## src/rtl/mem_arb_pkg.sv

```systemverilog
// Shared types and default parameters for the fetch/data memory arbiter.
package mem_arb_pkg;

    typedef enum logic [1:0] {
        IDLE   = 2'd0,
        I_BUSY = 2'd1,
        D_BUSY = 2'd2
    } arb_state_t;

    localparam int TIMEOUT_DEF      = 63;
    localparam int STARVE_LIMIT_DEF = 3;

endpackage

```

## src/rtl/mem_arb_timer.sv

```systemverilog
// Counts BUSY cycles without mem_done; expired flags the cycle in which the
// count reaches TIMEOUT, so the arbiter can abort on the following edge.
module mem_arb_timer #(
    parameter int TIMEOUT = 63
) (
    input  logic clk,
    input  logic rst,
    input  logic clear,
    input  logic enable,
    output logic expired
);

    logic [5:0] r_cnt;

    always_ff @(posedge clk) begin
        if (!rst || clear) begin
            r_cnt <= '0;
        end else if (enable) begin
            r_cnt <= r_cnt + 6'd1;
        end
    end

    assign expired = enable && ((r_cnt + 6'd1) == 6'(TIMEOUT));

endmodule

```

## src/rtl/mem_arbiter.sv

```systemverilog
// Arbitrates fetch and data requests onto one single-outstanding memory port,
// with data priority bounded by a starvation counter, alignment and timeout errors.
module mem_arbiter
    import mem_arb_pkg::*;
#(
    parameter int TIMEOUT      = TIMEOUT_DEF,
    parameter int STARVE_LIMIT = STARVE_LIMIT_DEF
) (
    input  logic        clk,
    input  logic        rst,
    input  logic        i_req,
    input  logic [15:0] i_addr,
    input  logic        d_req,
    input  logic        d_wr,
    input  logic [15:0] d_addr,
    input  logic [15:0] d_wdata,
    output logic [15:0] i_rdata,
    output logic [15:0] d_rdata,
    output logic        i_done,
    output logic        d_done,
    output logic        i_stall,
    output logic        d_stall,
    output logic        mem_en,
    output logic        mem_wr,
    output logic [15:0] mem_addr,
    output logic [15:0] mem_wdata,
    input  logic [15:0] mem_rdata,
    input  logic        mem_done,
    output logic        err
);

    localparam logic [1:0] W_LIM = 2'(STARVE_LIMIT);

    arb_state_t  r_state, w_state_nxt;
    logic [1:0]  r_starve, w_starve_nxt;
    logic        r_mem_en, w_mem_en_nxt;
    logic        r_mem_wr, w_mem_wr_nxt;
    logic [15:0] r_mem_addr, w_mem_addr_nxt;
    logic [15:0] r_mem_wdata, w_mem_wdata_nxt;
    logic        r_i_done, w_i_done_nxt;
    logic        r_d_done, w_d_done_nxt;
    logic [15:0] r_i_rdata, w_i_rdata_nxt;
    logic [15:0] r_d_rdata, w_d_rdata_nxt;
    logic        r_err, w_err_nxt;
    logic        r_dropped, w_dropped_nxt;

    logic w_i_ok, w_d_ok, w_i_bad, w_d_bad, w_pick_i, w_pick_d, w_expired;

    // Misaligned requests are never eligible; they only raise err.
    assign w_i_ok   = i_req && !i_addr[0];
    assign w_d_ok   = d_req && !d_addr[0];
    assign w_i_bad  = i_req && i_addr[0];
    assign w_d_bad  = d_req && d_addr[0];
    assign w_pick_i = w_i_ok && (!w_d_ok || (r_starve == W_LIM));
    assign w_pick_d = w_d_ok && !w_pick_i;

    mem_arb_timer #(.TIMEOUT(TIMEOUT)) u_timer (
        .clk     (clk),
        .rst     (rst),
        .clear   (r_state == IDLE),
        .enable  ((r_state != IDLE) && !mem_done),
        .expired (w_expired)
    );

    always_ff @(posedge clk) begin
        if (!rst) begin
            r_state     <= IDLE;
            r_starve    <= '0;
            r_mem_en    <= 1'b0;
            r_mem_wr    <= 1'b0;
            r_mem_addr  <= '0;
            r_mem_wdata <= '0;
            r_i_done    <= 1'b0;
            r_d_done    <= 1'b0;
            r_i_rdata   <= '0;
            r_d_rdata   <= '0;
            r_err       <= 1'b0;
            r_dropped   <= 1'b0;
        end else begin
            r_state     <= w_state_nxt;
            r_starve    <= w_starve_nxt;
            r_mem_en    <= w_mem_en_nxt;
            r_mem_wr    <= w_mem_wr_nxt;
            r_mem_addr  <= w_mem_addr_nxt;
            r_mem_wdata <= w_mem_wdata_nxt;
            r_i_done    <= w_i_done_nxt;
            r_d_done    <= w_d_done_nxt;
            r_i_rdata   <= w_i_rdata_nxt;
            r_d_rdata   <= w_d_rdata_nxt;
            r_err       <= w_err_nxt;
            r_dropped   <= w_dropped_nxt;
        end
    end

    always_comb begin
        w_state_nxt     = r_state;
        w_starve_nxt    = r_starve;
        w_mem_en_nxt    = 1'b0;
        w_mem_wr_nxt    = r_mem_wr;
        w_mem_addr_nxt  = r_mem_addr;
        w_mem_wdata_nxt = r_mem_wdata;
        w_i_done_nxt    = 1'b0;
        w_d_done_nxt    = 1'b0;
        w_i_rdata_nxt   = '0;
        w_d_rdata_nxt   = '0;
        w_err_nxt       = 1'b0;
        w_dropped_nxt   = r_dropped;

        case (r_state)
            IDLE: begin
                w_dropped_nxt = 1'b0;
                w_err_nxt     = w_i_bad || w_d_bad;
                if (w_pick_i) begin
                    w_state_nxt     = I_BUSY;
                    w_mem_en_nxt    = 1'b1;
                    w_mem_wr_nxt    = 1'b0;
                    w_mem_addr_nxt  = i_addr;
                    w_mem_wdata_nxt = '0;
                    w_starve_nxt    = '0;
                end else if (w_pick_d) begin
                    w_state_nxt     = D_BUSY;
                    w_mem_en_nxt    = 1'b1;
                    w_mem_wr_nxt    = d_wr;
                    w_mem_addr_nxt  = d_addr;
                    w_mem_wdata_nxt = d_wdata;
                    if (i_req && (r_starve != W_LIM)) begin
                        w_starve_nxt = r_starve + 2'd1;
                    end
                end
            end
            I_BUSY: begin
                w_dropped_nxt = r_dropped || !i_req;
                if (mem_done) begin
                    w_state_nxt = IDLE;
                    // A requester that walked away gets err instead of data.
                    if (r_dropped || !i_req) begin
                        w_err_nxt = 1'b1;
                    end else begin
                        w_i_done_nxt  = 1'b1;
                        w_i_rdata_nxt = mem_rdata;
                    end
                end else if (w_expired) begin
                    w_state_nxt = IDLE;
                    w_err_nxt   = 1'b1;
                end
            end
            D_BUSY: begin
                w_dropped_nxt = r_dropped || !d_req;
                if (mem_done) begin
                    w_state_nxt = IDLE;
                    if (r_dropped || !d_req) begin
                        w_err_nxt = 1'b1;
                    end else begin
                        w_d_done_nxt  = 1'b1;
                        w_d_rdata_nxt = r_mem_wr ? 16'h0000 : mem_rdata;
                    end
                end else if (w_expired) begin
                    w_state_nxt = IDLE;
                    w_err_nxt   = 1'b1;
                end
            end
            default: begin
                w_state_nxt = IDLE;
            end
        endcase
    end

    assign mem_en    = r_mem_en;
    assign mem_wr    = r_mem_wr;
    assign mem_addr  = r_mem_addr;
    assign mem_wdata = r_mem_wdata;
    assign i_done    = r_i_done;
    assign d_done    = r_d_done;
    assign i_rdata   = r_i_rdata;
    assign d_rdata   = r_d_rdata;
    assign err       = r_err;
    assign i_stall   = i_req && !r_i_done;
    assign d_stall   = d_req && !r_d_done;

endmodule

```

## config.mk

```make
export PLATFORM = sky130hd
export DESIGN_NAME = mem_arbiter
export DESIGN_NICKNAME = d
export VERILOG_FILES = /design/src/rtl/mem_arb_pkg.sv /design/src/rtl/mem_arb_timer.sv /design/src/rtl/mem_arbiter.sv
export SDC_FILE = /design/constraint.sdc
export NUM_CORES = 1
export LEC_CHECK = 0
export CORE_MARGIN = 5
export CORE_UTILIZATION = 37
export CTS_CLUSTER_SIZE = 24
export DETAILED_ROUTE_END_ITERATION = 7
export PLACE_DENSITY_LB_ADDON = 0.15
export SYNTH_ARGS = -nofsm -noshare
export SYNTH_HDL_FRONTEND = slang
export SYNTH_HIERARCHICAL = 1
export SYNTH_SLANG_ARGS = --single-unit
```

## constraint.sdc

```tcl
create_clock -name clk -period 2.2 [get_ports clk]
set_clock_uncertainty 0.1 [all_clocks]
set_input_delay 0.33 -clock clk [delete_from_list [all_inputs] [get_ports clk]]
set_output_delay 0.33 -clock clk [all_outputs]
set_load 0.01 [all_outputs]
```

==> flow_metrics.env <==
export IMPL_crit_type="reg -> reg"
export IMPL_gp_congestion=0.802
export IMPL_via_per_inst=4.67
export IMPL_power_total_w=0.00324
export IMPL_drc_errors=0
export IMPL_grt_overflow_total=0
export IMPL_synth_flop_cell="dfxtp_1"
export IMPL_ys_types=37
export IMPL_cts_root_buffer="clkbuf_8"
export IMPL_yosysSeqAreaShare=0.535
export IMPL_cts_hold_buf=0
export IMPL_synth_warnings=6
export IMPL_antennaDiodeCount=0
export IMPL_hp_class="in -> reg"
export IMPL_cts_tree="built"
export IMPL_min_path_cells=3
export IMPL_io_pins=141
export IMPL_drive_gt1_frac=0.0734
export IMPL_period_share=0.949
export IMPL_dieArea_sq_mm=0.00999
export IMPL_cpPeakStageDelay_ns=0.40
export IMPL_clk_latency_ns=0.34
export IMPL_htree_levels=3
export IMPL_vias=2704
export IMPL_coreArea_sq_mm=0.00781
export IMPL_antenna_found_initial=0
export IMPL_setup_violations=0
export IMPL_cts_made_buffers=9
export IMPL_outcome="complete, no violations"
export IMPL_grt_pass1_wl_mm=12.2
export IMPL_cts_buffer_depth=2
export IMPL_initial_utilization=0.383
export IMPL_wirelength_mm=7.82
export IMPL_synth_common_cells="dfxtp_1 (80), nand2_1 (78), and2_1 (33), o22ai_1 (22), o21ai_0 (17)"
export IMPL_reg2reg_slack_ns=0.11
export IMPL_fill_cells=700
export IMPL_synthArstFlopShare=0
export IMPL_synth_most_common_cell="dfxtp_1"
export IMPL_peakVddDrop_mv=0.409
export IMPL_required_ns=2.32
export IMPL_syn_avg_cell_area_sq_um=9.07
export IMPL_yosysTopAreaCellShare=0.535
export IMPL_synth_top_area_cell="dfxtp_1"
export IMPL_drv_cap=0
export IMPL_ys_ff_latch=80
export IMPL_synthCells=330
export IMPL_track_usage=0.153
export IMPL_synth_area_sq_mm=0.00299
export IMPL_worstSetupEndpointType="register"
export IMPL_slew_headroom=0.666
export IMPL_max_freq_ghz=0.479
export IMPL_setup_tns_ns=0
export IMPL_fin_crit_ns=2.09
export IMPL_leakage_nw=1.85
export IMPL_cp_start_kind="register"
export IMPL_wl_per_cell_microns=13.5
export IMPL_synthTopCellsByArea="dfxtp_1 (54%), nand2_1 (9.8%), and2_1 (6.9%)"
export IMPL_cts_sinks=80
export IMPL_finalHoldViolations=0
export IMPL_hpwlAfterDp_mm=5.73
export IMPL_crit_fanout=3
export IMPL_r2r_start="r_state[0]"
export IMPL_postLayoutCoreUtil=0.608
export IMPL_drtAntennaViolNets=0
export IMPL_syn2layout_area_growth_pct=58.5
export IMPL_final_nets=551
export IMPL_numPortBuffers=140
export IMPL_post_cts_buffers=0
export IMPL_firstDrtPassIters=4
export IMPL_grt_max_degree=51
export IMPL_die_w_microns=99.9
export IMPL_worst_pin_slew_ns=0.502
export IMPL_drv_slew=0
export IMPL_crit_slowest_cell="or3b_1"
export IMPL_powerDensity_mw_per_mm2=682
export IMPL_whs_ns=0.259
export IMPL_grt_pass1_vias=2608
export IMPL_dr_first_iter_drc_count=38
export IMPL_synth_edf_count=0
export IMPL_path_cells="inv_1 > ha_1 > nor2_2 > nand4_1 > or3b_1 > o22ai_2 > nor2_1 > a32oi_1 > o22ai_1"
export IMPL_worstPathArrival_ns=2.21
export IMPL_clk_pin_slew_ns=0.09
export IMPL_reg2reg_depth=9
export IMPL_chipHeight_microns=99.9
export IMPL_num_rows=32
export IMPL_syn_nets=409
export IMPL_startpoint="r_state[0]"
export IMPL_worstSetupEndpoint="r_state[1]"
export IMPL_r2r_end="r_state[1]"
-- logic make-up after synthesis --
kind of cell	synth area share
and+or+nand+nor	0.236
DFF	0.535
AOI/OAI and AO/OA	0.132
buffers and inverters	0.0447
adders and majority gates	0.0376
xor gates and xnor gates	0.0146
-- repair_timing --
| action | in CTS | in global routing |
|---|---|---|
| endpoints found under the setup margin | 0 | 2 |
| endpoints found under the hold margin | 0 | 0 |
| resized for setup | 0 | 2 |
-- through the flow --
stage	instance area (sq um)	cells	worst slack [ns]
floorplan	2990	330	0.121
global placement	4520	563	0.0988
detailed placement	4520	563	0.0378
CTS	4730	579	0.110
global route	4740	579	-0.0482
finish	4740	579	0.112
-- where the power goes --
group	leakage, nW	internal, W	switching [W]
Clock	0.104	0.000550	0.000575
Combinational	1.09	0.000318	0.000241
Sequential	0.651	0.00152	0.0000323
-- layout make-up --
class	count	area [sq um]	area share
clock inverters	7	86.3	0.0182
repair buffers	151	1500	0.317
clock buffers	9	124	0.0261
well taps	102	128	0.0269
multi-input cells	223	1270	0.269
inverters	7	26.3	0.00554
flip-flops and latches	80	1600	0.338
-- sequential cells by signal, summed over array words and instances (netlist names) --
signal / cells
d_done: 1
r_starve: 2
r_dropped: 1
mem_wr: 1
err: 1
r_state: 2
u_timer/r_cnt: 6
d_rdata: 16
mem_addr: 16
i_done: 1
mem_wdata: 16
mem_en: 1
i_rdata: 16
-- worst min path at each step --
stage	start	end
global placement	mem_addr[0]	mem_addr[0]
finish	rst	mem_addr[15]
CTS	rst	mem_addr[15]
floorplan	r_starve[1]	r_starve[1]
detailed placement	mem_addr[0]	mem_addr[0]
global route	rst	mem_addr[1]
-- metal layers --
| metal | track usage | vias to the layer above | share of wire |
|---|---|---|---|
| met5 | 0 | - | 0 |
| met4 | 0.0567 | 0 | 0.012 |
| met3 | 0.0584 | 8 | 0.098 |
| met2 | 0.249 | 100 | 0.48 |
| met1 | 0.182 | 1212 | 0.41 |
| li1 | - | 1384 | - |
-- critical path: cells and delay by family, from the launching register on --
| kind | cells | cell delay (ns) |
|---|---|---|
| and+or+nand+nor | 4 | 0.78 |
| DFF | 1 | 0.34 |
| buffers and inverters | 1 | 0.08 |
| adders and majority gates | 1 | 0.23 |
| AOI/OAI and AO/OA | 3 | 0.43 |
-- cells in the final DEF (no fill, tap or decap), types with 2 or more instances in the layout --
cell,count
buf_12,2
o22ai_1,21
inv_8,2
inv_1,7
o21ai_1,2
clkdlybuf4s50_1,139
and3_1,3
xor2_1,4
o21ai_0,17
nand2_1,78
nor2b_1,3
clkbuf_8,9
nand4_1,3
inv_6,2
nor2_1,10
ha_1,9
a31oi_1,15
a21oi_1,3
nand2b_1,4
buf_4,9
and2_1,33
dfxtp_1,80
Power figures use the tool's default switching activity.
